## src/rtl/muldiv_unit.sv

```systemverilog
// -----------------------------------------------------------------------------
// muldiv_unit : iterative RV32M multiply/divide responder for the execute stage.
//
// One request at a time. Multiply is radix-2 shift-add on operand magnitudes.
// Divide is restoring division on magnitudes. Both run 32 iterations, one per
// cycle, and apply the sign correction on the last one. Divide-by-zero and
// signed overflow (0x80000000 / -1) skip the iterations and complete directly.
//
// Ports
//   clk, rst_n    clock, asynchronous active-low reset
//   flush         synchronous abort, drops any in-flight operation
//   req_valid/req_ready, req_op (funct3), data1 (rs1), data2 (rs2)
//   resp_valid/resp_ready, outputData (result, held while resp_valid)
//   busy          high while an operation is in flight or awaiting handshake
// -----------------------------------------------------------------------------
module muldiv_unit #(
   parameter int XLEN = 32
) (
   input  logic            clk,
   input  logic            rst_n,
   input  logic            flush,
   input  logic            req_valid,
   output logic            req_ready,
   input  logic [2:0]      req_op,
   input  logic [XLEN-1:0] data1,
   input  logic [XLEN-1:0] data2,
   output logic            resp_valid,
   input  logic            resp_ready,
   output logic [XLEN-1:0] outputData,
   output logic            busy
);

   typedef enum logic [1:0] {S_IDLE, S_BUSY, S_DONE} state_e;

   localparam logic [5:0] LAST_ITER = 6'(XLEN - 1);

   state_e              state_q;
   logic [5:0]          cnt_q;
   logic [2:0]          op_q;
   logic                neg_q;
   logic [XLEN-1:0]     a_q;      // multiplicand or divisor magnitude
   logic [2*XLEN-1:0]   prod_q;   // {acc, multiplier} or {remainder, quotient}
   logic [XLEN-1:0]     out_q;
   logic                req_ready_q, resp_valid_q, busy_q;

   // ---------------- request decode ----------------
   logic            sgn1, sgn2, neg1, neg2, is_div, div0, ovf, special, acc_neg;
   logic [XLEN-1:0] mag1, mag2, spec_res;

   always_comb begin
      // rs1 is signed for MUL/MULH/MULHSU/DIV/REM; rs2 additionally not for MULHSU
      sgn1     = (req_op != 3'd3) && (req_op != 3'd5) && (req_op != 3'd7);
      sgn2     = sgn1 && (req_op != 3'd2);
      neg1     = sgn1 && data1[XLEN-1];
      neg2     = sgn2 && data2[XLEN-1];
      mag1     = neg1 ? -data1 : data1;
      mag2     = neg2 ? -data2 : data2;
      is_div   = req_op[2];
      div0     = is_div && (data2 == '0);
      ovf      = is_div && !req_op[0] && (data1 == {1'b1, {(XLEN-1){1'b0}}}) &&
                 (data2 == '1);
      special  = div0 || ovf;
      // req_op[1] selects REM/REMU within the divide group
      spec_res = '0;
      if (div0)     spec_res = req_op[1] ? data1 : '1;
      else if (ovf) spec_res = req_op[1] ? '0 : data1;
      // remainder follows the dividend sign; everything else is sign XOR
      acc_neg  = (is_div && req_op[1]) ? neg1 : (neg1 ^ neg2);
   end

   // ---------------- one iteration ----------------
   logic [XLEN:0]     mul_sum, div_sh;
   logic [XLEN-1:0]   div_dif;
   logic              div_ge;
   logic [2*XLEN-1:0] iter_nxt, mneg;
   logic [XLEN-1:0]   res;

   always_comb begin
      mul_sum  = {1'b0, prod_q[2*XLEN-1:XLEN]} + (prod_q[0] ? {1'b0, a_q} : '0);
      // shift the partial remainder left, pulling in the next dividend bit
      div_sh   = {prod_q[2*XLEN-1:XLEN], prod_q[XLEN-1]};
      div_ge   = div_sh >= {1'b0, a_q};
      div_dif  = div_sh[XLEN-1:0] - a_q;
      if (op_q[2])
         iter_nxt = {(div_ge ? div_dif : div_sh[XLEN-1:0]), prod_q[XLEN-2:0], div_ge};
      else
         iter_nxt = {mul_sum, prod_q[XLEN-1:1]};
      mneg = neg_q ? -iter_nxt : iter_nxt;
      // quotient and remainder are corrected separately: a 64-bit negate
      // would carry from the quotient half into the remainder half
      case (op_q)
         3'd0:       res = mneg[XLEN-1:0];
         3'd1, 3'd2,
         3'd3:       res = mneg[2*XLEN-1:XLEN];
         3'd4, 3'd5: res = neg_q ? -iter_nxt[XLEN-1:0] : iter_nxt[XLEN-1:0];
         default:    res = neg_q ? -iter_nxt[2*XLEN-1:XLEN] : iter_nxt[2*XLEN-1:XLEN];
      endcase
   end

   // ---------------- control FSM ----------------
   always_ff @(posedge clk or negedge rst_n) begin
      if (!rst_n) begin
         state_q      <= S_IDLE;
         cnt_q        <= '0;
         op_q         <= '0;
         neg_q        <= 1'b0;
         a_q          <= '0;
         prod_q       <= '0;
         out_q        <= '0;
         req_ready_q  <= 1'b1;
         resp_valid_q <= 1'b0;
         busy_q       <= 1'b0;
      end else if (flush) begin
         // abort wins over accept and over the response handshake
         state_q      <= S_IDLE;
         req_ready_q  <= 1'b1;
         resp_valid_q <= 1'b0;
         busy_q       <= 1'b0;
      end else begin
         case (state_q)
            S_IDLE: begin
               if (req_valid) begin
                  op_q        <= req_op;
                  cnt_q       <= '0;
                  busy_q      <= 1'b1;
                  req_ready_q <= 1'b0;
                  if (special) begin
                     out_q        <= spec_res;
                     resp_valid_q <= 1'b1;
                     state_q      <= S_DONE;
                  end else begin
                     neg_q   <= acc_neg;
                     a_q     <= is_div ? mag2 : mag1;
                     prod_q  <= {{XLEN{1'b0}}, (is_div ? mag1 : mag2)};
                     state_q <= S_BUSY;
                  end
               end
            end
            S_BUSY: begin
               prod_q <= iter_nxt;
               cnt_q  <= cnt_q + 6'd1;
               if (cnt_q == LAST_ITER) begin
                  out_q        <= res;
                  resp_valid_q <= 1'b1;
                  state_q      <= S_DONE;
               end
            end
            S_DONE: begin
               if (resp_ready) begin
                  resp_valid_q <= 1'b0;
                  req_ready_q  <= 1'b1;
                  busy_q       <= 1'b0;
                  state_q      <= S_IDLE;
               end
            end
            default: state_q <= S_IDLE;
         endcase
      end
   end

   assign req_ready  = req_ready_q;
   assign resp_valid = resp_valid_q;
   assign outputData = out_q;
   assign busy       = busy_q;

endmodule
```

## config.mk

```make
export PLATFORM = sky130hd
export DESIGN_NAME = muldiv_unit
export DESIGN_NICKNAME = d
export VERILOG_FILES = /design/src/rtl/muldiv_unit.sv
export SDC_FILE = /design/constraint.sdc
export NUM_CORES = 1
export LEC_CHECK = 0
export ABC_AREA = 1
export ABC_CLOCK_PERIOD_IN_PS = 12300
export BUFFER_PORTS_ARGS = -buffer_cell sky130_fd_sc_hd__buf_2
export CAP_MARGIN = 20
export CORE_MARGIN = 10
export CORE_UTILIZATION = 25
export CTS_CLUSTER_SIZE = 12
export DETAILED_ROUTE_END_ITERATION = 12
export GPL_TIMING_DRIVEN = 0
export PLACE_DENSITY = 0.35
export SLEW_MARGIN = 5
export SYNTH_ARGS = -nofsm -noshare
export SYNTH_HDL_FRONTEND = slang
export SYNTH_SLANG_ARGS = --single-unit
```

## constraint.sdc

```tcl
create_clock -name clk -period 12.3 [get_ports clk]
set_clock_uncertainty 0.2 [all_clocks]
set_input_delay 1.23 -clock clk [delete_from_list [all_inputs] [get_ports clk]]
set_output_delay 1.23 -clock clk [all_outputs]
set_load 0.05 [all_outputs]
```

## Yosys cells after proc, flatten, opt, wreduce, memory -nomap -nowiden

Cells that the tools add are included.

- Multiplexer cells: 44
- Bitwise logic cells: 3
- Equality and inequality tests: 22
- Order comparisons: 1
- Reduce and logical (&&, ||, !) cells: 28
- $add $sub $neg: 8

Operators by type and width:

| cell | number |
|---|---|
| 32-bit two-way mux | 15 |
| 64-bit two-way mux | 4 |
| 32-bit negation | 4 |
| 64-bit case mux with 2 select lines | 1 |
| 32-bit case mux with 3 select lines | 1 |
| 32-bit == test, second input constant | 2 |
| 64-bit negation | 1 |
| 32-bit case mux with 2 select lines | 1 |
| 32-bit by 32-bit adder with 33-bit output | 1 |
| 33-bit by 32-bit >= comparator with 1-bit output | 1 |
| 32-bit zero test | 1 |
| 32-bit subtractor | 1 |
| 3-bit != test, second input constant | 6 |
| 6-bit case mux with 2 select lines | 1 |
| 3-bit AND reduction | 4 |
| 1-bit two-way mux | 11 |
| 1-bit logical AND | 10 |
| 2-bit two-way mux | 5 |
| 5-bit AND reduction | 2 |
| 2-bit != test, second input constant | 4 |
| 4-bit AND reduction | 2 |
| 6-bit by 1-bit adder with 6-bit output, second input constant | 1 |
| 3-bit by 2-bit == test with 1-bit output, second input constant | 2 |
| 3-bit == test, second input constant | 2 |
| 20 further kinds | 23 |

- Logic and storage cells: 116
- Bits of input ports: 72
- Output and inout port bits: 35
- Register bits: 143

## Logic depth before layout (Yosys ltp)

Gate-level depths: netlist of the first run.

- Word-level depth: 10
- Mapped depth: 36
- Gate-level depth less buffers: 35

## Worst setup path before layout of the first run

Ideal clock, no wire load.

- Kind: register to register
- Start point: register prod_q[50]
- End point: register out_q[12], in the netlist outputData[12]
- Data arrival time: 3631 ps
- Setup slack: 8345 ps
- Buffers on the path: 1
- Required time: 11977 ps
- Cell stages (with the launch flop): 34
- Period minus slack after synthesis: 3955 ps
- Setup time: 123 ps
- Path through: dfrtp_1 > ha_1 > nand2_2 > inv_2 > nand2_1 > nand2_1 > nand2_1 > nand2_1 > nand2_1 > nand2_2 > nor2_8 > buf_8 > nand3_2 > nand2_4 > ha_1 > inv_1 > nor3_2 > nand2_1 > nor2_2 > nand2_1 > nor2_2 > nand2_1 > nor2_2 > nand2_1 > nand2_2 > o21ai_2 > clkinv_2 > nand2_1 > a21oi_1 > nand2_1 > nand3_1 > nand2_1 > o21ai_1 > a21oi_1

- Longest elaborated chain between the ends: 8
- Elaborated cells between the ends (all ways): 12
- Classes of those cells: add/sub: 3; order compare: 1; mux: 8

Ends and longest elaborated chain:

| element | line | RTL |
|---|---|---|
| start: declaration | 42 | `logic [2*XLEN-1:0] prod_q;` |
| start signal: assignment | 134 | `prod_q <= {{XLEN{1'b0}}, (is_div ? mag1 : mag2)};` |
| start signal: assignment | 140 | `prod_q <= iter_nxt;` |
| 33-bit by 32-bit >= comparator with 1-bit output (*) | 82 | `div_ge = div_sh >= {1'b0, a_q};` |
| 32-bit two-way mux | 85 | `iter_nxt = {(div_ge ? div_dif : div_sh[XLEN-1:0]), prod_q[XLEN-2:0], div_ge};` |
| 64-bit two-way mux (*) | 84 | `if (op_q[2])` |
| 64-bit negation or 32-bit negation (tied branches) | 88, 96 |  |
| 64-bit two-way mux or 32-bit two-way mux (tied branches) | 88, 96 |  |
| 32-bit case mux with 3 select lines (*) | 91 | `case (op_q)` |
| 32-bit two-way mux (*) | 142 | `if (cnt_q == LAST_ITER) begin` |
| 32-bit case mux with 2 select lines (*) | 120 | `case (state_q)` |
| end signal: assignment | 128 | `out_q <= spec_res;` |
| end signal: assignment | 143 | `out_q <= res;` |
| end: declaration | 43 | `logic [XLEN-1:0] out_q;` |

Every way passes the cells marked *; elsewhere a longest branch is shown, timed or not. The select of a mux whose other input is x is not followed.
A chain may end at the register's enable or synchronous reset.

## Final worst setup path of the first run

- Start point: register prod_q[0]
- End point: register out_q[14], in the netlist outputData[14]

- Longest elaborated chain between the ends: 8
- Elaborated cells between the ends (all ways): 12
- Classes of those cells: add/sub: 4; mux: 8

Ends and longest elaborated chain:

| element | line | RTL |
|---|---|---|
| 32-bit two-way mux | 79 | `mul_sum = {1'b0, prod_q[2*XLEN-1:XLEN]} + (prod_q[0] ? {1'b0, a_q} : '0);` |
| 32-bit by 32-bit adder with 33-bit output | 79 |  |
| 64-bit two-way mux (*) | 84 |  |
| 64-bit negation or 32-bit negation (tied branches) | 88, 96 |  |
| 64-bit two-way mux or 32-bit two-way mux (tied branches) | 88, 96 |  |
| 32-bit case mux with 3 select lines (*) | 91 |  |
| 32-bit two-way mux (*) | 142 |  |
| 32-bit case mux with 2 select lines (*) | 120 |  |

Marks and branches as above.

==> metrics.txt, run 1 <==
HPWL after detailed placement=just over 90 mm; DIE HEIGHT=just under 300 um; initial antenna violation count=1; Final Non-Filler Cells=between 4k and 5k; CORE AREA=74320 um2; Initial Util=approximately a quarter; Synth area leaders=nand2_1, dfrtp_1, inv_1; top-area cell type share of the netlist area=about a fifth; Slew @ Worst Pin=1.222 ns; f_max=around 0.15 GHz; Adder-Cell Fraction of Synth Area=roughly 5%; fraction of registers with async set/reset=100.0%; area growth from synthesis to layout=12.60%; drt pass-1 iters=6; CTS Hold Bufs=0; post-route cell area=21040 um2; Pins Over Slew Limit=0; Synth Area per Inst=between 5 and 6 um2; worst hold margin=~0.28 ns; vias in the first global route=roughly 22k; Crit. End Element=flop; setup bufs post-CTS=0; final cycle utilization of the critical path=a little over half; leakage=between 10 and 15 nW; number of synthesized register bits=about 140; crit path kind=flop to flop; CTS tree=done; cell repeated most along the worst path=nand2_1; PortBufs=approximately 110; setup TNS=0 ns; list of most frequent post-synthesis cells=nand2_1, inv_1, nor2_1; Synth Cell Area=about 19000 um2; Rows=100; clock root cell=clkbuf_16; Ys Warns=0; Final Routed Wirelength=~110 mm; routability cong.=slightly below 1; compound-cell area share of the yosys netlist=around 15%; post-synthesis mux area share=0%; Worst IR Drop VDD=between 0.00008 and 0.00009 V; full die area=86070 um2; required time worst endpoint=12.49 ns; Final #Nets=between 3k and 4k; DR vias=about 22k; Main synth FF type=dfrtp_1; latest clock arrival within the worst-skew pair=0.49 ns; DRC viols=0; Total GRT Usage=24.81%; setup violators final=0; Hold Vio Cnt, Final=0; Critical Path AT=6.87 ns; RSZ-0062 raised after global routing=no; num ports=about 110; Cells after DPL=roughly 4.3k; Period minus WS final=between 6 and 7 ns; maximum fanout along the worst path=10; GR Overflow Total=0; status=finished, final reports clean; clk slew on worst S/H paths=~0.09 ns; htree depth=4; Initial DRC Count=2136; first-pass GRT wire length=between 150 and 200 mm; crit start category=flop; r2r setup slk=roughly 5.6 ns; CTS Buffer Depth=2; vias per inst=slightly above 5; WL/cell=approximately 25 um; Buf/Inv on CP=6; largest net degree at the start of global routing=96; Antenna Nets Post-Route=0; Inserted Clock Buffers=17; Unique masters post-synth=61; DIE WIDTH=293.4 um; simple-gate share of the synthesized area=a little over two fifths; critical path's slowest cell=o21ai_0; most frequent cell after synthesis=nand2_1; XOR/XNOR share of the synthesized area=4.360%; CP peak stage delay=between 0.7 and 0.8 ns; share of cells above drive strength 1=between 10 and 15%; main combinational cell family by area after synthesis=simple AND/OR/NAND/NOR gates; pwr dens=around 310 nW/um2; CP delay by family, top=simple AND/OR/NAND/NOR gates; TritonCTS sink count=between 100 and 150; Syn Inst Count=3238; max-cap violation count=0; Min-Delay Path Class=flop to flop; fillers=8688; Slew headroom=between 10% and 20%; Seq/Total Area, Yosys=between 10% and 20%; Post-synth EDFFs=0; Placed Area=roughly 20000 um2; post-CTS sizing=0; syn nets=about 3.4k; Synth area leader=nand2_1
-- cells in the final DEF, fill, tap and decap left out, types with 5 or more instances in the layout --
| cell | count |
|---|---|
| nor4_1 | 7 |
| nand3b_1 | 11 |
| a31oi_1 | 12 |
| a22oi_1 | 15 |
| o21ai_2 | 6 |
| inv_1 | 479 |
| xor2_1 | 71 |
| clkbuf_1 | 47 |
| nand2_4 | 6 |
| a21oi_1 | 145 |
| nand4_2 | 5 |
| ha_1 | 70 |
| o21bai_1 | 6 |
| nor2_2 | 30 |
| nand3_1 | 292 |
| nor2_1 | 313 |
| buf_2 | 137 |
| dfrtp_1 | 142 |
| inv_2 | 18 |
| o22ai_1 | 37 |
| o221ai_1 | 5 |
| o21ai_0 | 213 |
| clkbuf_16 | 17 |
| xnor2_1 | 22 |
| nand4_1 | 49 |
| buf_6 | 11 |
| nor2_4 | 15 |
| nand2_1 | 952 |
| o21ai_1 | 37 |
| buf_1 | 8 |
| nor3_1 | 35 |
| o211ai_1 | 16 |
| nand3_2 | 14 |
| or2_2 | 8 |
| nand2_2 | 48 |
| buf_4 | 14 |
-- report_power, final --
group	switching, W	internal (W)
Combinational	0.00375	0.00134
Clock	0.000282	0.000268
Sequential	0.000209	0.000661
-- routing by layer --
layer	share of wire (%)	GRT usage (%)
met1	44	31.56
met3	5.6	3.909
met2	45	40.17
met4	5.2	12.50
met5	0	0
-- layout make-up --
class                           count  area [um2]  area share [%]
Clock buffer                       17       425.4           2.022
Clock inverter                     15       146.4          0.6958
Inverter                          502        1886           8.963
Buffer                            115       640.6           3.045
Multi-Input combinational cell   2478       12580           59.78
Timing Repair Buffer              107       568.0           2.700
Antenna cell                        1       2.502         0.01189
Tap cell                          969        1212           5.763
Sequential cell                   143        3580           17.02
-- kinds of logic (layout without fill, tap and decap cells) --
kind of cell	Yosys count	after routing
buffers and inverters	617	756
other	0	1
AND/OR/NAND/NOR	1807	1807
AO/OA/AOI/OAI	506	506
XOR/XNOR	93	93
flip-flops	143	143
adder cells (fa/ha/maj)	72	72
-- registers in the layout, summed over array words and instances, names as in the netlist --
register	cells
neg_q	1
busy	1
outputData	32
cnt_q	6
op_q	3
state_q	2
prod_q	64
a_q	32
req_ready	1
resp_valid	1
-- tightest hold or removal path: stages (launching register included) --
cell and delay, ns:
dfrtp_1 0.35, nand2_1 0.05, nand2_1 0.05
-- final timing paths --
check                                  to  cells after the start  startpoint
max                        outputData[14]                     29   prod_q[0]
min                            resp_valid                      2  resp_valid
max reg2reg                outputData[14]                     29   prod_q[0]
min reg2reg                    resp_valid                      2  resp_valid
max in group asynchronous       prod_q[9]                      2       rst_n
min in group asynchronous      prod_q[57]                      1       rst_n
-- stage by stage --
stage	utilization, %	total power (W)	worst slack [ns]
global placement	27.48	0.005901	6.055
detailed placement	27.53	0.005891	6.044
global route	28.30	0.006966	5.410
finish	28.31	0.006508	5.617
CTS	28.30	0.006472	6.033
floorplan	-	0.003994	8.345
Power figures use the tool's default switching activity.
==> inputs of run 2 (changes only) <==
--- a/config.mk
+++ b/config.mk
@@ -5,8 +5,8 @@
 export SDC_FILE = /design/constraint.sdc
 export NUM_CORES = 1
 export LEC_CHECK = 0
-export ABC_AREA = 1
-export ABC_CLOCK_PERIOD_IN_PS = 12300
+export ABC_AREA = 0
+export ABC_CLOCK_PERIOD_IN_PS = 5940
 export BUFFER_PORTS_ARGS = -buffer_cell sky130_fd_sc_hd__buf_2
 export CAP_MARGIN = 20
 export CORE_MARGIN = 10
@@ -14,7 +14,7 @@
 export CTS_CLUSTER_SIZE = 12
 export DETAILED_ROUTE_END_ITERATION = 12
 export GPL_TIMING_DRIVEN = 0
-export PLACE_DENSITY = 0.35
+export PLACE_DENSITY = 0.37
 export SLEW_MARGIN = 5
 export SYNTH_ARGS = -nofsm -noshare
 export SYNTH_HDL_FRONTEND = slang
==> constraint.sdc (replaced) <==
create_clock -name clk -period 5.94 [get_ports clk]
set_clock_uncertainty 0.2 [all_clocks]
set_input_delay 0.594 -clock clk [delete_from_list [all_inputs] [get_ports clk]]
set_output_delay 0.594 -clock clk [all_outputs]
set_load 0.05 [all_outputs]
==> metrics.txt, run 2 <==
vias per inst=5.498 (+8.3%); status=finished, final reports clean; most frequent cell after synthesis=nand2_1; TritonCTS sink count=143 (unchanged); max-cap violation count=0 (unchanged); Ys Warns=0 (unchanged); Initial Util=25.35% (+0.21 points); Critical Path AT=5.99 ns (-0.88 ns); met3 usage=2.951% (-0.96 points); Pins Over Slew Limit=0 (unchanged); Synth area leaders=dfrtp_1, a21oi_1, o21ai_0; Reg with most FFs=prod_q; htree depth=4 (unchanged); Slew @ Worst Pin=1.127 ns (-0.09495 ns); required time worst endpoint=6.13 ns (-6.36 ns); GR Overflow Total=0 (unchanged); crit start category=flop; Unique masters post-synth=105 (+72%); Final Routed Wirelength=86.67 mm (-21%); share of cells above drive strength 1=13.01% (+2.1 points); Seq/Total Area, Yosys=21.87% (+2.7 points); Placed Area=18020 um2 (-12%); Rows=93 (-7.0%); Total GRT Usage=22.27% (-2.5 points); number of flip-flops in the largest register=64 (unchanged); f_max=0.1724 GHz (+15%); vias in the first global route=17.24k (-20%); largest net degree at the start of global routing=101 (+5.2%); DR vias=17.80k (-19%); Synth Area per Inst=7.337 um2 (+27%); number of synthesized register bits=143 (unchanged); area occupied by registers=3598 um2 (+0.52%); full die area=76110 um2 (-12%); DIE HEIGHT=275.9 um (-6.0%); GR Layer Usage met1=30.58% (-0.98 points); Most Crowded Layer GR=met2; CORE AREA=64580 um2 (-13%); Main synth FF type=dfrtp_1; Worst IR Drop VDD=0.0002091 V (+150%); DIE WIDTH=275.9 um (-6.0%); Slew headroom=22.95% (+5.2 points); Multi-input gate area=12160 um2 (-3.3%); fraction of registers with async set/reset=100.0% (unchanged); num ports=107 (unchanged); first-pass GRT wire length=123.5 mm (-20%); worst hold margin=0.1071 ns (-0.1738 ns); RSZ-0062 raised after global routing=no; CTS tree=done; top-area cell type share of the netlist area=21.71% (+2.6 points); Period minus WS final=5.801 ns (-0.8828 ns); final core utilization=29.46% (+1.2 points); setup violators final=0 (unchanged); fillers=7131 (-18%); final cycle utilization of the critical path=97.65% (+43 points); Post-synth EDFFs=0 (unchanged); area growth from synthesis to layout=16.22%; pwr dens=441.1 nW/um2 (+43%); maximum fanout along the worst path=19 (+9); clock root cell=clkbuf_16; CTS Buffer Depth=2 (unchanged); Antenna Nets Post-Route=0 (unchanged); post-route cell area=19020 um2 (-9.6%); initial antenna violation count=2 (+1); crit path kind=flop to flop; GR Util met2=35.38% (-4.8 points); most frequent cells in the layout=nand2_1, o21ai_0, a21oi_1, nor2_1, dfrtp_1; list of most frequent post-synthesis cells=nand2_1, a21oi_1, o21ai_0; clk slew on worst S/H paths=0.08 ns (about the same); syn nets=2375 (-30%); Synth Cell Area=16370 um2 (-12%); latest clock arrival within the worst-skew pair=0.50 ns (about the same); Synth area leader=dfrtp_1; Final #Nets=2513 (-28%); Crit. End Element=flop; leakage=7.755 nW (-29%); routability cong.=0.9593 (-1.7%); drt pass-1 iters=5 (-1); n_diodes=0 (-1); Min-Delay Path Class=input pin to flop; WL/cell=26.77 um (+6.6%); Inserted Clock Buffers=17 (unchanged); HPWL after detailed placement=72.35 mm (-22%); DRC viols=0 (unchanged); most common cell after layout, fill and taps aside=nand2_1; Syn Inst Count=2231 (-31%); PortBufs=104 (-1.9%); Initial DRC Count=1557 (-27%); Hold Vio Cnt, Final=0 (unchanged)
[run 2: cell types whose count changed in the layout (fill, tap and decap cells not counted), moves of 47 or more]
cell     before  now
nor2_1      313  205
nand3_1     292   24
inv_1       479   73
mux2i_1       0   56
nand2_1     952  254
nand2_2      48    1
a21oi_1     145  211
xnor2_1      22  117
[run 2: per-stage QoR]
| stage | power (W) | std cells | TNS (ns) | setup slack (ns) |
|---|---|---|---|---|
| after floorplan | 0.005046 | 2231 | 0 | 0.5708 |
| after global placement | 0.007015 | 3190 | -30.12 | -2.194 |
| after detailed placement | 0.007023 | 3193 | -29.68 | -2.153 |
| after CTS | 0.008275 | 3231 | 0 | 0.0002438 |
| after global routing | 0.008864 | 3237 | 0 | 0.001235 |
| final | 0.008391 | 3237 | 0 | 0.1394 |
[run 2: worst paths after layout]
path	start	to	depth (start not counted)	slack (ns)
setup reg to reg	op_q[2]	outputData[10]	20	0.14
hold / removal	resp_ready	state_q[1]	2	0.11
min in group asynchronous	rst_n	cnt_q[2]	2	0.39
max in group asynchronous	rst_n	a_q[16]	3	4.23
setup / recovery	op_q[2]	outputData[10]	20	0.14
hold reg to reg	outputData[8]	outputData[8]	2	0.29
[run 2: what timing repair did]
item | in CTS | in global routing
setup buffers | 6 | 6
hold endpoints to repair | 43 | 0
setup endpoints to repair | 23 | 22
resized for setup | 54 | 36
hold buffers | 1 | 0
pin swaps | 9 | 12
[run 2: where the power goes]
| part | switching [W] | total, W | internal [W] |
|---|---|---|---|
| logic | 0.00384 | 0.00567 | 0.00182 |
| clock network | 0.000555 | 0.00112 | 0.000564 |
| registers | 0.000369 | 0.00160 | 0.00124 |
| total | 0.00477 | 0.00839 | 0.00362 |
[run 2: logic make-up (layout without fill, tap and decap cells)]
logic type | Yosys count | in the layout | share of synthesized area, %
flip-flops | 143 | 143 | 21.87
AND/OR/NAND/NOR | 796 | 796 | 23.67
XOR/XNOR | 182 | 182 | 9.739
buffers and inverters | 208 | 359 | 5.198
AO/OA/AOI/OAI | 754 | 754 | 29.13
multiplexers | 76 | 76 | 4.793
adder cells (fa/ha/maj) | 72 | 72 | 5.595
[run 2: metal layers]
layer,up-vias,wire length (um),part of all wire (%)
met4,0,2731,3.2
met5,-,0,0
met1,8760,39980,46
met3,95,4478,5.2
met2,527,39480,46
li1,8415,-,-
[run 2: critical path: stages, from the launching register on]
cell,delay (ns)
dfrtp_2,0.42
buf_12,0.18
buf_6,0.22
buf_6,0.19
buf_6,0.19
buf_4,0.22
buf_6,0.22
buf_8,0.20
buf_12,0.19
mux2i_4,0.29
ha_2,0.23
o211ai_1,0.14
or3_4,0.39
or4_4,0.45
or2_2,0.36
nor2_4,0.15
a21oi_2,0.12
xnor2_1,0.15
a222oi_1,0.70
o21ai_1,0.14
mux2_2,0.29
[run 2: layout make-up]
cell class | count | share of cell area [%]
Buffer | 130 | 3.348
Clock buffer | 17 | 2.236
Clock inverter | 15 | 0.8616
Inverter | 75 | 1.480
Multi-Input combinational cell | 1880 | 63.94
Sequential cell | 143 | 18.92
Tap cell | 855 | 5.624
Timing Repair Buffer | 122 | 3.591
==> inputs of run 3 (changes only) <==
--- a/config.mk
+++ b/config.mk
@@ -10,11 +10,11 @@
 export BUFFER_PORTS_ARGS = -buffer_cell sky130_fd_sc_hd__buf_2
 export CAP_MARGIN = 20
 export CORE_MARGIN = 10
-export CORE_UTILIZATION = 25
+export CORE_UTILIZATION = 52
 export CTS_CLUSTER_SIZE = 12
 export DETAILED_ROUTE_END_ITERATION = 12
 export GPL_TIMING_DRIVEN = 0
-export PLACE_DENSITY = 0.37
+export PLACE_DENSITY = 0.69
 export SLEW_MARGIN = 5
 export SYNTH_ARGS = -nofsm -noshare
 export SYNTH_HDL_FRONTEND = slang
==> metrics.txt, run 3 (synthesis gave the netlist of run 2 again) <==
required time worst endpoint=6.08 ns (-0.05 ns); Worst IR Drop VDD=0.0002545 V (+22%); Initial Util=53.09% (+28 points); Pins Over Slew Limit=0 (unchanged); Total GRT Usage=36.71% (+14 points); Slew headroom=22.50% (-0.45 points); r2r setup slk=0.1 ns (-0.04 ns); num ports=107 (unchanged); hold path start=resp_ready; leakage=7.689 nW (-0.85%); TritonCTS sink count=143 (unchanged); max-cap violation count=0 (unchanged); CP Cell Sequence=ha_1 -> buf_2 -> nand2_1 -> nor4_2 -> nand4_1 -> a311oi_2 -> buf_4 -> o41ai_1 -> a2bb2oi_2 -> inv_1 -> ha_1 -> o31ai_1 -> or2_1 -> nor3_4 -> a21oi_2 -> xnor2_1 -> a222oi_1 -> o21ai_1 -> mux2_2; routability cong.=1.067 (+11%); vias in the first global route=17.45k (+1.2%); CP delay by family, top=compound AO/OA/AOI/OAI gates; area occupied by registers=3593 um2 (-0.14%); pwr dens=445.1 nW/um2 (+0.92%); Slew @ Worst Pin=1.160 ns (+0.03343 ns); drt pass-1 iters=6 (+1); setup violators final=0 (unchanged); CORE AREA=30830 um2 (-52%); Critical Path AT=5.99 ns (about the same); full die area=38970 um2 (-49%); Final #Nets=2504 (-0.36%); WL/cell=26.72 um (-0.21%); crit path kind=flop to flop; maximum fanout along the worst path=10 (-9); fillers=2951 (-59%); CP peak stage delay=0.55 ns (-0.15 ns); Hold Vio Cnt, Final=0 (unchanged); Buf/Inv on CP=3 (-5); most common cell after layout, fill and taps aside=nand2_1; DIE HEIGHT=197.4 um (-28%); Period minus WS final=5.842 ns (+0.04153 ns); worst hold margin=0.1256 ns (+0.01843 ns); HPWL after detailed placement=60.37 mm (-17%); PortBufs=104 (unchanged); CTS tree=done; DR vias=18.84k (+5.9%); status=finished, final reports clean; Crit. End Element=flop; f_max=0.1712 GHz (-0.71%); DRC viols=0 (unchanged); cell repeated most along the worst path=ha_1; initial antenna violation count=0 (-2); Initial DRC Count=2592 (+66%); n_diodes=0 (unchanged); htree depth=4 (unchanged); share of cells above drive strength 1=12.09% (-0.92 points); number of flip-flops in the largest register=64 (unchanged); Inserted Clock Buffers=17 (unchanged); clk slew on worst S/H paths=0.08 ns (about the same); GR Overflow Total=0 (unchanged); Multi-input gate area=12100 um2 (-0.57%); Cells after DPL=2734 (-14%); clock root cell=clkbuf_16; cell count of the worst reg-to-reg path=19 (-5.0%); r2r endpoint=outputData[10]; Hold Path End=state_q[1]; first-pass GRT wire length=108.6 mm (-12%); Rows=64 (-31%); latest clock arrival within the worst-skew pair=0.46 ns (-0.04 ns); worst r2r src=prod_q[40]; vias per inst=6.804 (+24%); Final Non-Filler Cells=2769 (-14%); Final Routed Wirelength=73.98 mm (-15%); CTS Buffer Depth=2 (unchanged); final cycle utilization of the critical path=98.35% (+0.70 points); crit start category=flop; largest net degree at the start of global routing=94 (-6.9%); DIE WIDTH=197.4 um (-28%); Hold Crit Depth=2 (unchanged); Reg with most FFs=prod_q; Antenna Nets Post-Route=0 (unchanged); area growth from synthesis to layout=11.76%; critical path's slowest cell=a222oi_1; Min-Delay Path Class=input pin to flop; most frequent cells in the layout=nand2_1, o21ai_0, a21oi_1, nor2_1, dfrtp_1
==> run 3: cell type report <==
| type | count | area share [%] |
|---|---|---|
| Timing Repair Buffer | 113 | 3.358 |
| Multi-Input combinational cell | 1880 | 66.12 |
| Clock inverter | 15 | 0.9234 |
| Buffer | 130 | 3.379 |
| Tap cell | 396 | 2.709 |
| Sequential cell | 143 | 19.64 |
| Clock buffer | 17 | 2.326 |
| Inverter | 75 | 1.539 |
==> run 3: how the worst max path moves through the flow <==
stage	start	slack (ns)	cells after the start	to
floorplan	op_q[2]	0.57	24	outputData[4]
global placement	op_q[2]	-1.40	23	outputData[6]
detailed placement	op_q[2]	-1.37	22	outputData[16]
CTS	a_q[17]	0.009	20	outputData[10]
global route	prod_q[40]	-0.003	19	outputData[10]
finish	prod_q[40]	0.1	19	outputData[10]
==> run 3: power by group <==
part | switching, W | internal (W)
clock | 0.000525 | 0.000599
sequential | 0.000350 | 0.00123
combinational | 0.00366 | 0.00177
total | 0.00453 | 0.00361
==> run 3: per-stage QoR <==
| stage | area, um2 | worst slack [ns] | TNS [ns] | total power [W] | utilization [%] |
|---|---|---|---|---|---|
| after floorplan | 16370 | 0.5708 | 0 | 0.005046 | - |
| after global placement | 17380 | -1.402 | -19.54 | 0.006606 | 56.39 |
| after detailed placement | 17440 | -1.366 | -19.03 | 0.006676 | 56.58 |
| after CTS | 18120 | 0.008821 | 0 | 0.007845 | 58.78 |
| after global routing | 18290 | -0.002645 | -0.002645 | 0.008518 | 59.33 |
| final | 18290 | 0.09788 | 0 | 0.008143 | 59.33 |
==> run 3: worst reg2reg max path, delay by kind of cell, from the launching register on <==
kind | cells | cell delay [ns]
compound gates | 7 | 1.88
mux | 1 | 0.28
simple gates | 5 | 1.46
flops | 1 | 0.51
fa+ha+maj | 2 | 0.62
buf+inv | 3 | 0.63
xor+xnor | 1 | 0.15
==> run 3: repair_timing <==
item                       CTS  global route
setup endpoints to repair   16            24
gates resized for setup     21            44
gates cloned                 0             0
pin swaps                    1             5
hold endpoints to repair    49             0
setup buffers                0             4
hold buffers                 1             0
==> run 3: per-layer routing <==
metal	routed length, um	GRT usage [%]	vias to the layer above
met3	9085	10.00	237
met1	28600	46.69	8981
met5	0	0	-
met2	31400	54.61	1228
met4	4904	21.96	0
li1	-	-	8394
